### src/rtl/fifo_pkg.sv
// Shared FIFO pointer definitions: default depth and Gray/binary conversions
// used by both the write-side and read-side pointer blocks.
package fifo_pkg;

  localparam int FIFO_ADDR_WIDTH = 4;

  // Conversions work on a wide word; callers cast down to their pointer width.
  localparam int PTR_MAX = 32;

  function automatic logic [PTR_MAX-1:0] bin_to_gray(input logic [PTR_MAX-1:0] bin);
    return bin ^ (bin >> 1);
  endfunction

  function automatic logic [PTR_MAX-1:0] gray_to_bin(input logic [PTR_MAX-1:0] gray);
    logic [PTR_MAX-1:0] bin;
    bin[PTR_MAX-1] = gray[PTR_MAX-1];
    for (int i = PTR_MAX - 2; i >= 0; i--) begin
      bin[i] = bin[i+1] ^ gray[i];
    end
    return bin;
  endfunction

endpackage

### src/rtl/gray2bin.sv
// Gray-to-binary converter block, purely combinational.
module gray2bin
  import fifo_pkg::*;
#(
  parameter int WIDTH = 5
) (
  input  logic [WIDTH-1:0] gray,
  output logic [WIDTH-1:0] bin
);

  assign bin = WIDTH'(gray_to_bin(PTR_MAX'(gray)));

endmodule

### src/rtl/sync_2ff.sv
// Two-flop synchronizer for a multi-bit Gray-coded pointer crossing into clk.
module sync_2ff #(
  parameter int WIDTH = 5
) (
  input  logic             clk,
  input  logic             rst,
  input  logic [WIDTH-1:0] d,
  output logic [WIDTH-1:0] q
);

  logic [WIDTH-1:0] stage1;

  // NOTE: sequential state uses non-blocking assignments so stage1 -> q
  // forms a true two-register chain rather than collapsing into one flop.
  always_ff @(posedge clk) begin
    if (rst) begin
      stage1 <= '0;
      q      <= '0;
    end else begin
      stage1 <= d;
      q      <= stage1;
    end
  end

endmodule

### src/rtl/wptr_full_ctrl.sv
// Write-side pointer and full/almost-full control for an async FIFO: synchronizes
// the read pointer, advances the write pointer and derives the fill status.
module wptr_full_ctrl
  import fifo_pkg::*;
#(
  parameter int ADDR_WIDTH = FIFO_ADDR_WIDTH,
  parameter int AF_THRESH  = 12
) (
  input  logic                  clk,
  input  logic                  rst,
  input  logic                  winc,
  input  logic [ADDR_WIDTH:0]   rptr_gray_async,
  output logic                  wr_en,
  output logic [ADDR_WIDTH-1:0] waddr,
  output logic [ADDR_WIDTH:0]   wptr_gray,
  output logic                  full,
  output logic                  almost_full,
  output logic [ADDR_WIDTH:0]   wlevel,
  output logic                  overflow
);

  localparam int PTR_W = ADDR_WIDTH + 1;
  localparam logic [PTR_W-1:0] AF_LEVEL = PTR_W'(AF_THRESH);

  logic [PTR_W-1:0] wbin;
  logic [PTR_W-1:0] wbin_next;
  logic [PTR_W-1:0] wgray_next;
  logic [PTR_W-1:0] rq2;
  logic [PTR_W-1:0] rbin;
  logic [PTR_W-1:0] level_next;
  logic [PTR_W-1:0] full_match;
  logic             wr_ready;

  sync_2ff #(.WIDTH(PTR_W)) u_rptr_sync (
    .clk (clk),
    .rst (rst),
    .d   (rptr_gray_async),
    .q   (rq2)
  );

  gray2bin #(.WIDTH(PTR_W)) u_rptr_bin (
    .gray (rq2),
    .bin  (rbin)
  );

  // Acceptance looks only at the registered full flag; wr_ready keeps the
  // strobe low through the first cycle after reset is released.
  assign wr_en      = winc & ~full & wr_ready & ~rst;
  assign wbin_next  = wbin + PTR_W'(wr_en);
  assign wgray_next = PTR_W'(bin_to_gray(PTR_MAX'(wbin_next)));
  assign level_next = wbin_next - rbin;
  assign waddr      = wbin[ADDR_WIDTH-1:0];

  // Full when the write pointer leads the read pointer by exactly one lap:
  // in Gray code that is the read pointer with its top two bits inverted.
  assign full_match = {~rq2[PTR_W-1:PTR_W-2], rq2[PTR_W-3:0]};

  always_ff @(posedge clk) begin
    if (rst) begin
      wbin        <= '0;
      wptr_gray   <= '0;
      full        <= 1'b0;
      almost_full <= 1'b0;
      wlevel      <= '0;
      overflow    <= 1'b0;
      wr_ready    <= 1'b0;
    end else begin
      wbin        <= wbin_next;
      wptr_gray   <= wgray_next;
      full        <= (wgray_next == full_match);
      almost_full <= (level_next >= AF_LEVEL);
      wlevel      <= level_next;
      overflow    <= overflow | (winc & full);
      wr_ready    <= 1'b1;
    end
  end

endmodule

### config.mk
export PLATFORM = sky130hd
export DESIGN_NAME = wptr_full_ctrl
export DESIGN_NICKNAME = d
export VERILOG_FILES = /design/src/rtl/fifo_pkg.sv /design/src/rtl/gray2bin.sv /design/src/rtl/sync_2ff.sv /design/src/rtl/wptr_full_ctrl.sv
export SDC_FILE = /design/constraint.sdc
export NUM_CORES = 1
export LEC_CHECK = 0
export ABC_AREA = 0
export BUFFER_PORTS_ARGS = -buffer_cell sky130_fd_sc_hd__buf_4
export CORE_UTILIZATION = 51
export CTS_CLUSTER_DIAMETER = 40
export DETAILED_ROUTE_END_ITERATION = 8
export PLACE_DENSITY = 0.82
export SLEW_MARGIN = 15
export SYNTH_ARGS = -nofsm -noshare
export SYNTH_HDL_FRONTEND = slang
export SYNTH_HIERARCHICAL = 1
export SYNTH_SLANG_ARGS = --single-unit
### constraint.sdc
create_clock -name clk -period 3 [get_ports clk]
set_clock_uncertainty 0.1 [all_clocks]
set_input_delay 0.45 -clock clk [delete_from_list [all_inputs] [get_ports clk]]
set_output_delay 0.45 -clock clk [all_outputs]
set_load 0.01 [all_outputs]
* Yosys cells after proc, flatten, opt, wreduce, memory -nomap -nowiden
Index checks and enable logic that the tools add are counted.
Word-level totals: register bits 29, latch bits 0, bits in writable memories 0, bits in read-only memories 0, input port bits 8, output and inout port bits 18, word-level logic and storage cells 27, memories 0
Cells by class: $add $sub $neg 2, multiply operators 0, div/mod/pow operators 0, magnitude comparators 1, eq/ne operators 1, shifts and indexed selects 0, multiplexer cells 1, bitwise logic cells 13, reductions and logical operators 0
Operator list (count):
- adder 5 x 1 -> 5 bit | 1
- equality test 5 bit | 1
- greater-or-equal comparator 5 x 4 -> 1 bit (second input constant) | 1
- subtractor 5 bit | 1
- bitwise XOR 5 x 4 -> 5 bit | 1
- AND 1 bit | 4
- bitwise XOR 1 bit | 4
- NOT 1 bit | 2
- NOT 2 bit | 1
- 2-to-1 mux 1 bit | 1
- bitwise OR 1 bit | 1

* Longest topological paths before layout
Gate-level depths: netlist (run 1).
depth after elaboration 7, mapped depth 11, depth with buffers taken out 10

* By module
The synthesis (run 1) kept the hierarchy.
By module, submodules not included:
- wptr_full_ctrl | times used 1, cells an instance 80, area an instance 812.0 sq um, seq. area each 360.3 sq um
- sync_2ff | times used 1, cells an instance 20, area an instance 262.8 sq um, seq. area each 200.2 sq um
- gray2bin | times used 1, cells an instance 6, area an instance 72.6 sq um, seq. area each 0.0 sq um

* Worst setup path before layout (run 1)
Ideal clock, no wire load.
path kind input -> register, start input rst, end register almost_full, library setup time 131 ps, arrival time 2754 ps, required time 2769 ps, path slack 14 ps, stages on the path 10, buffers on the path 1, cells stage by stage clkbuf_1 nor4bb_1 ha_1 ha_1 inv_1 fa_1 maj3_2 o21bai_2 xnor2_1 o22ai_1
Between the ends: longest elaborated chain between the ends 5
RTL lines:
- start, declared | line wptr_full_ctrl.sv:10 | input logic rst,
- NOT 1 bit | line wptr_full_ctrl.sv:48 | assign wr_en = winc & ~full & wr_ready & ~rst;
- AND 1 bit | line wptr_full_ctrl.sv:48
- net wr_en | line wptr_full_ctrl.sv:13 | output logic wr_en,
- adder 5 x 1 -> 5 bit | line wptr_full_ctrl.sv:49 | assign wbin_next = wbin + PTR_W'(wr_en);
- net wbin_next[1] | line wptr_full_ctrl.sv:26 | logic [PTR_W-1:0] wbin_next;
- subtractor 5 bit | line wptr_full_ctrl.sv:51 | assign level_next = wbin_next - rbin;
- greater-or-equal comparator 5 x 4 -> 1 bit | line wptr_full_ctrl.sv:71 | almost_full <= (level_next >= AF_LEVEL);
- end signal, assigned | line wptr_full_ctrl.sv:71
- end, declared | line wptr_full_ctrl.sv:17 | output logic almost_full,
The timed path passes the listed nets, and every way through them passes these cells. A chain may end at the register's enable or synchronous reset.

* Worst setup path after layout (run 1)
start register u_rptr_sync.q[4], end register almost_full
Between the ends: longest elaborated chain between the ends 6
RTL lines:
- start, declared | line sync_2ff.sv:8 | output logic [WIDTH-1:0] q
- start signal, assigned | line sync_2ff.sv:21 | q <= stage1;
- bitwise XOR 1 bit | line fifo_pkg.sv:18 | bin[i] = bin[i+1] ^ gray[i];
- net rbin[3] | line wptr_full_ctrl.sv:29 | logic [PTR_W-1:0] rbin;
- bitwise XOR 1 bit (3 in a row) | line fifo_pkg.sv:18
- net rbin[0] | line wptr_full_ctrl.sv:29
- subtractor 5 bit | line wptr_full_ctrl.sv:51
- greater-or-equal comparator 5 x 4 -> 1 bit | line wptr_full_ctrl.sv:71
The timed path passes the listed nets, and every way through them passes these cells.

==> results of run 1 <==
final cells by class:
| cell class | instances | area, um^2 | area share (%) |
|---|---|---|---|
| multi-input combinational | 66 | 538 | 38.3 |
| sequential | 28 | 561 | 39.9 |
| timing repair buffer | 27 | 203 | 14.4 |
| inverter | 9 | 33.8 | 2.40 |
| clock buffer | 4 | 36.3 | 2.58 |
| tap | 27 | 33.8 | 2.40 |
logic make-up after synthesis:
logic type | after synthesis
AOI/OAI and AO/OA | 5
xor gates and xnor gates | 22
adders and majority gates | 8
buffers and inverters | 12
DFF | 28
and+or+nand+nor | 31
power by group through the flow:
stage / clock (mW) / sequential, mW / combinational (mW)
finish: 0.178 / 0.406 / 0.140
global route: 0.206 / 0.409 / 0.152
CTS: 0.184 / 0.407 / 0.143
detailed placement: 0 / 0.415 / 0.141
global placement: 0 / 0.413 / 0.136
floorplan: 0 / 0.423 / 0.0789
metrics by stage:
step	std cells	total power, mW	util, %	setup WS, ns
final	161	0.724	68.8	0.326
after global routing	161	0.767	68.8	0.126
after CTS	161	0.734	68.8	0.305
after detailed placement	157	0.556	67.0	0.114
after global placement	157	0.549	67.0	0.232
after floorplan	106	0.502	-	0.0143
sequential cells by signal, indices dropped and copies added (netlist names):
register	flops
wr_ready	1
wptr_gray	5
wlevel	5
wbin	4
full	1
overflow	1
almost_full	1
u_rptr_sync/q	5
u_rptr_sync/stage1	5
critical path: stages, from the launching register on:
cell      delay (ns)
dfxtp_1         0.45
xor2_2          0.29
xnor3_1         0.39
ha_1            0.23
fa_1            0.41
maj3_2          0.32
o21bai_2        0.12
xnor2_1         0.15
o22ai_1         0.11
worst max path at each step:
stage | depth (start not counted) | to | from
floorplan | 10 | almost_full$_SDFF_PP0_ | rst
global placement | 10 | almost_full$_SDFF_PP0_ | rst
detailed placement | 10 | almost_full$_SDFF_PP0_ | rst
CTS | 8 | almost_full$_SDFF_PP0_ | u_rptr_sync/q[4]$_SDFF_PP0_
global route | 9 | almost_full$_SDFF_PP0_ | full$_SDFF_PP0_
finish | 8 | almost_full$_SDFF_PP0_ | u_rptr_sync/q[4]$_SDFF_PP0_
synth_stat cells, drive strengths merged:
cell	n	area, um^2
dfxtp	28	561
nor2	14	52.6
xnor2	12	113
nor2b	10	62.6
inv	9	33.8
xor2	9	105
ha	5	62.6
a21oi	3	15.0
nand3	3	20.0
clkbuf	2	7.51
maj3	2	21.3
buf	1	7.51
fa	1	20.0
nand2	1	3.75
nand4	1	6.26
nor4bb	1	10.0
o21bai	1	11.3
o22ai	1	6.26
or3	1	6.26
xnor3	1	22.5
per-layer routing:
metal,vias to the layer above,track usage [%]
met5,-,0
met4,0,7.14
met3,5,4.98
met2,22,31.3
met1,347,18.3
li1,384,-
==> metrics.md, run 1 <==
| Metric | Value |
|---|---|
| Status | `complete, no violations` |
| Period minus WS final | `2.67 ns` |
| Post-DRT Antenna Nets | `0` |
| First-pass GRT wire length | `3110 um` |
| CTS tree | `done` |
| Most frequent cells in the layout | `dfxtp_1, buf_4, nor2_1` |
| Placed Area | `1370 um^2` |
| Multiplexer share of the synthesized area | `0%` |
| Largest net degree at the start of global routing | `27` |
| Synthesis-to-finish area growth | `22.5%` |
| Post-synthesis cell count | `106` |
| Hold WS | `0.227 ns` |
| Setup tns final | `0 ns` |
| Number of CTS-inserted buffers | `3` |
| Fill cell count | `176` |
| All-layer global routing usage | `17.2%` |
| Vias in the first global route | `770` |
| Setup-failing EPs final | `0` |
| Yosys warns | `6` |
| Commonest non-fill, non-tap cell in the layout | `dfxtp_1` |
| Highest routed metal layer | `met4` |
| Slew headroom | `68.7%` |
| Final hold viol count | `0` |
| Reg-to-Reg Start | `u_rptr_sync/q[4]$_SDFF_PP0_` |
| Clk slew on worst S/H paths | `0.13 ns` |
| Die Wd | `49.4 um` |
| Crit path capture type | `flop` |
| Drt drc | `0` |
| Max Slew Vio Count | `0` |
| Adder-Cell Fraction of Synth Area | `9.05%` |
| Switching Share | `24.7%` |
| NetSw | `0.179 mW` |
| Port buffer count | `25` |
| Setup Fix Bufs, Post-CTS | `0` |
| Static leakage | `0.644 nW` |
| DRT met1 WL | `741 um` |
| Wire per inst | `11.7 um` |
| Post-synthesis compound-gate area fraction | `2.84%` |
| Crit path DAT | `2.79 ns` |
| CTS max path bufs | `2` |
| Initial Util | `56.2%` |
| Final instance area | `1410 um^2` |
| IO Pins | `26` |
| Seq/Total Area, Yosys | `48.9%` |
| Crit path kind | `flop to flop` |
| Crit-path max FO | `4` |
| Reg2reg end | `almost_full$_SDFF_PP0_` |
| R2R setup slack | `0.33 ns` |
| H-tree Lvls | `1` |
| Max-cap violations | `0` |
| Worst VDD drop | `0.000357 V` |
| Via/cell ratio | `4.71` |
| RSZ-0062 raised after global routing | `no` |
| Cells on worst reg2reg path | `8` |
| Post-CTS Resized | `0` |
| Yosys cell types | `26` |
| Main combinational cell family by area after synthesis | `XOR/XNOR gates` |
| Hold_buf cts | `0` |
| Gp weighted congestion | `0.730` |
| Syn avg cell area | `10.8 um^2` |
| Drt total wl | `1890 um` |
| Worst skew pair latency | `0.32 ns` |
| P per Cell Area | `515 nW/um^2` |
| Clk root buf | `clkbuf_4` |
| First-pass iteration count of the detailed router | `4` |
| Hold Path End | `u_rptr_sync/stage1[1]$_SDFF_PP0_` |
| Xor/xnor share of the synthesized area | `20.9%` |
| Critical Path Source Type | `flop` |
| Tcrit/Tclk final | `89.1%` |
| Fmax | `374 MHz` |
| Hold path cells | `2` |
| Antenna violations before repair | `0` |
| Layout cell share with drive strength beyond 1 | `28.4%` |
| Synth Register Bits | `28` |
| Post-Synth Simple-Gate Area | `14.1%` |
| Grt ovf | `0` |
| Clock sinks | `28` |
| Internal cell power | `0.545 mW` |
| Die height | `49.4 um` |
| Register share of total power | `56.1%` |
| Vias | `758` |
| Nets | `149` |
| DR iter-0 viols | `9` |
| Mapped Nets | `120` |
| Core box area | `2040 um^2` |
| Hold path startpoint | `rptr_gray_async[1]` |
| Gate power share | `19.4%` |
| Row cnt | `16` |
| Mapped Area | `1150 um^2` |
| DR WL met2 | `1010 um` |
| Worst slew pin tran | `0.467 ns` |
| Diodes inserted | `0` |
| Dpl hpwl | `1460 um` |
| Clock power share | `24.5%` |
| HP Class | `primary input to flop` |
| Required @ worst endpoint | `3.12 ns` |
| Routed wl met3 | `98 um` |
| Die area | `2440 um^2` |
Note: power is estimated with default switching activity, not from simulation.
==> run 2, diff against run 1 <==
- REMOVE_ABC_BUFFERS: unset -> 1
==> run 2 against run 1 <==
  * Sequential share of layout area decreased by 0.46 points
  * Maximum frequency fell by 2.5%
  * Cell area grew 1.2%
==> metrics.md, run 2 (synthesis gave the netlist of run 1 again) <==
| Metric | Value |
|---|---|
| Status | `complete, no violations` |
| Setup Fix Bufs, Post-CTS | `0 (unchanged)` |
| Setup tns final | `0 ns (unchanged)` |
| Fill cell count | `158 (-10%)` |
| All-layer global routing usage | `17.5% (+0.29 points)` |
| Clk slew on worst S/H paths | `0.15 ns (+0.02 ns)` |
| Layout cell share with drive strength beyond 1 | `28.4% (unchanged)` |
| Crit path kind | `flop to flop` |
| Via/cell ratio | `4.78 (+1.6%)` |
| Port buffer count | `25 (unchanged)` |
| Crit path capture type | `flop` |
| Met1 GRT Util | `19.4% (+1.1 points)` |
| Core box area | `2040 um^2 (unchanged)` |
| Static leakage | `0.651 nW (+1.1%)` |
| DR iter-0 viols | `10 (+1)` |
| Die Wd | `49.4 um (unchanged)` |
| First-pass iteration count of the detailed router | `4 (unchanged)` |
| Hold path cells | `2 (unchanged)` |
| Worst VDD drop | `0.000431 V (+21%)` |
| Diodes inserted | `0 (unchanged)` |
| Clock sinks | `28 (unchanged)` |
| Critical Path Source Type | `flop` |
| Antenna violations before repair | `0 (unchanged)` |
| Setup-failing EPs final | `0 (unchanged)` |
| Nets | `149 (unchanged)` |
| Wire per inst | `11.8 um (+0.42%)` |
| HP Class | `primary input to flop` |
| First-pass GRT wire length | `3190 um (+2.6%)` |
| Reg area | `561 um^2 (unchanged)` |
| CTS tree | `done` |
| Multi-input combinational cell area | `538 um^2 (unchanged)` |
| Fmax | `365 MHz (-2.5%)` |
| Crit path DAT | `2.87 ns (+0.08 ns)` |
| Post-DRT Antenna Nets | `0 (unchanged)` |
| Tcrit/Tclk final | `91.4% (+2.3 points)` |
| GR Util met2 | `32.6% (+1.4 points)` |
| Most frequent cells in the layout | `dfxtp_1, buf_4, nor2_1` |
| CP max-delay cell | `nor4bb_1` |
| Die area | `2440 um^2 (unchanged)` |
| Period minus WS final | `2.74 ns (+0.0676 ns)` |
| Drt drc | `0 (unchanged)` |
| Number of CTS-inserted buffers | `3 (unchanged)` |
| Gp weighted congestion | `0.756 (+3.5%)` |
| Slew headroom | `68.8% (+0.10 points)` |
| Max-cap violations | `0 (unchanged)` |
| Clk root buf | `clkbuf_4` |
| GRT Max-Usage Layer | `met2` |
| H-tree Lvls | `1 (unchanged)` |
| Hold_buf cts | `0 (unchanged)` |
| Commonest non-fill, non-tap cell in the layout | `dfxtp_1` |
| Worst skew pair latency | `0.34 ns (+0.02 ns)` |
| CTS max path bufs | `2 (unchanged)` |
| Drt total wl | `1900 um (+0.42%)` |
| IO Pins | `26 (unchanged)` |
| P per Cell Area | `557 nW/um^2 (+8.1%)` |
| Required @ worst endpoint | `3.13 ns (about the same)` |
| GR Util met3 | `2.80% (-2.2 points)` |
| Row cnt | `16 (unchanged)` |
| Vias | `770 (+1.6%)` |
| Largest net degree at the start of global routing | `27 (unchanged)` |
| CP cell instances | `nor4bb_1 > ha_1 > ha_1 > inv_1 > fa_1 > maj3_2 > o21bai_2 > xnor2_1 > o22ai_1` |
| Hold WS | `0.207 ns (-0.0199 ns)` |
| Cells on worst reg2reg path | `9 (+1)` |
| Dpl hpwl | `1480 um (+1.5%)` |
| Max Slew Vio Count | `0 (unchanged)` |
| Cell mode on critical path | `ha_1` |
| Crit-path max FO | `3 (-1)` |
| Grt ovf | `0 (unchanged)` |
| Synthesis-to-finish area growth | `23.9%` |
| Final hold viol count | `0 (unchanged)` |
| RSZ-0062 raised after global routing | `no` |
| Vias in the first global route | `757 (-1.7%)` |
| Initial Util | `56.2% (unchanged)` |
| Die height | `49.4 um (unchanged)` |
| Worst path max stage delay | `0.45 ns (about the same)` |
| Worst slew pin tran | `0.465 ns (-0.00157 ns)` |
| R2R setup slack | `0.26 ns (-0.07 ns)` |
| Post-CTS Resized | `0 (unchanged)` |
==> run 2: cell types whose count changed in the layout (fill, tap and decap cells not counted), sizes merged <==
cell and delta:
bufinv +1, clkbuf -1
==> run 2: final cells by class <==
class,count,share of cell area (%)
inverters,9,2.38
clock inverters,1,2.11
well taps,27,2.38
flip-flops and latches,28,39.4
repair buffers,27,14.3
multi-input cells,66,37.9
clock buffers,3,1.58
==> run 2: per-stage QoR <==
stage          power, mW  setup WS (ns)  cells  instance area, um^2  utilization, %
5_1_grt            0.825         0.0500    161                 1420            69.6
3_5_place_dp       0.555         0.0583    157                 1370            67.0
6_report           0.791          0.258    161                 1420            69.6
3_3_place_gp       0.550          0.224    157                 1370            67.0
2_1_floorplan      0.499          0.207    103                 1130               -
4_1_cts            0.799          0.258    161                 1420            69.6
==> run 2: final timing paths <==
check                                                      start                          endpoint
worst max-delay path                             full$_SDFF_PP0_            almost_full$_SDFF_PP0_
worst min-delay path                          rptr_gray_async[3]  u_rptr_sync/stage1[3]$_SDFF_PP0_
worst max register to register                   full$_SDFF_PP0_            almost_full$_SDFF_PP0_
worst min register to register  u_rptr_sync/stage1[1]$_SDFF_PP0_       u_rptr_sync/q[1]$_SDFF_PP0_
==> run 2: worst max-delay path: cells and delay by family, from the launching register on <==
kind	cells	cell delay, ns
compound gates	2	0.25
fa+ha+maj	4	1.20
buf+inv	1	0.11
xor+xnor	1	0.15
simple gates	1	0.45
flops	1	0.36
==> run 2: routing by layer <==
layer  vias up  wire [um]
met5         -          0
met4         0         33
met3         2         82
met2        29        992
met1       355        786
li1        384          -
==> run 2: report_power, final <==
group	switching [mW]	internal [mW]	total [mW]
sequential	0.00947	0.397	0.407
clock	0.111	0.135	0.246
combinational	0.0659	0.0724	0.138
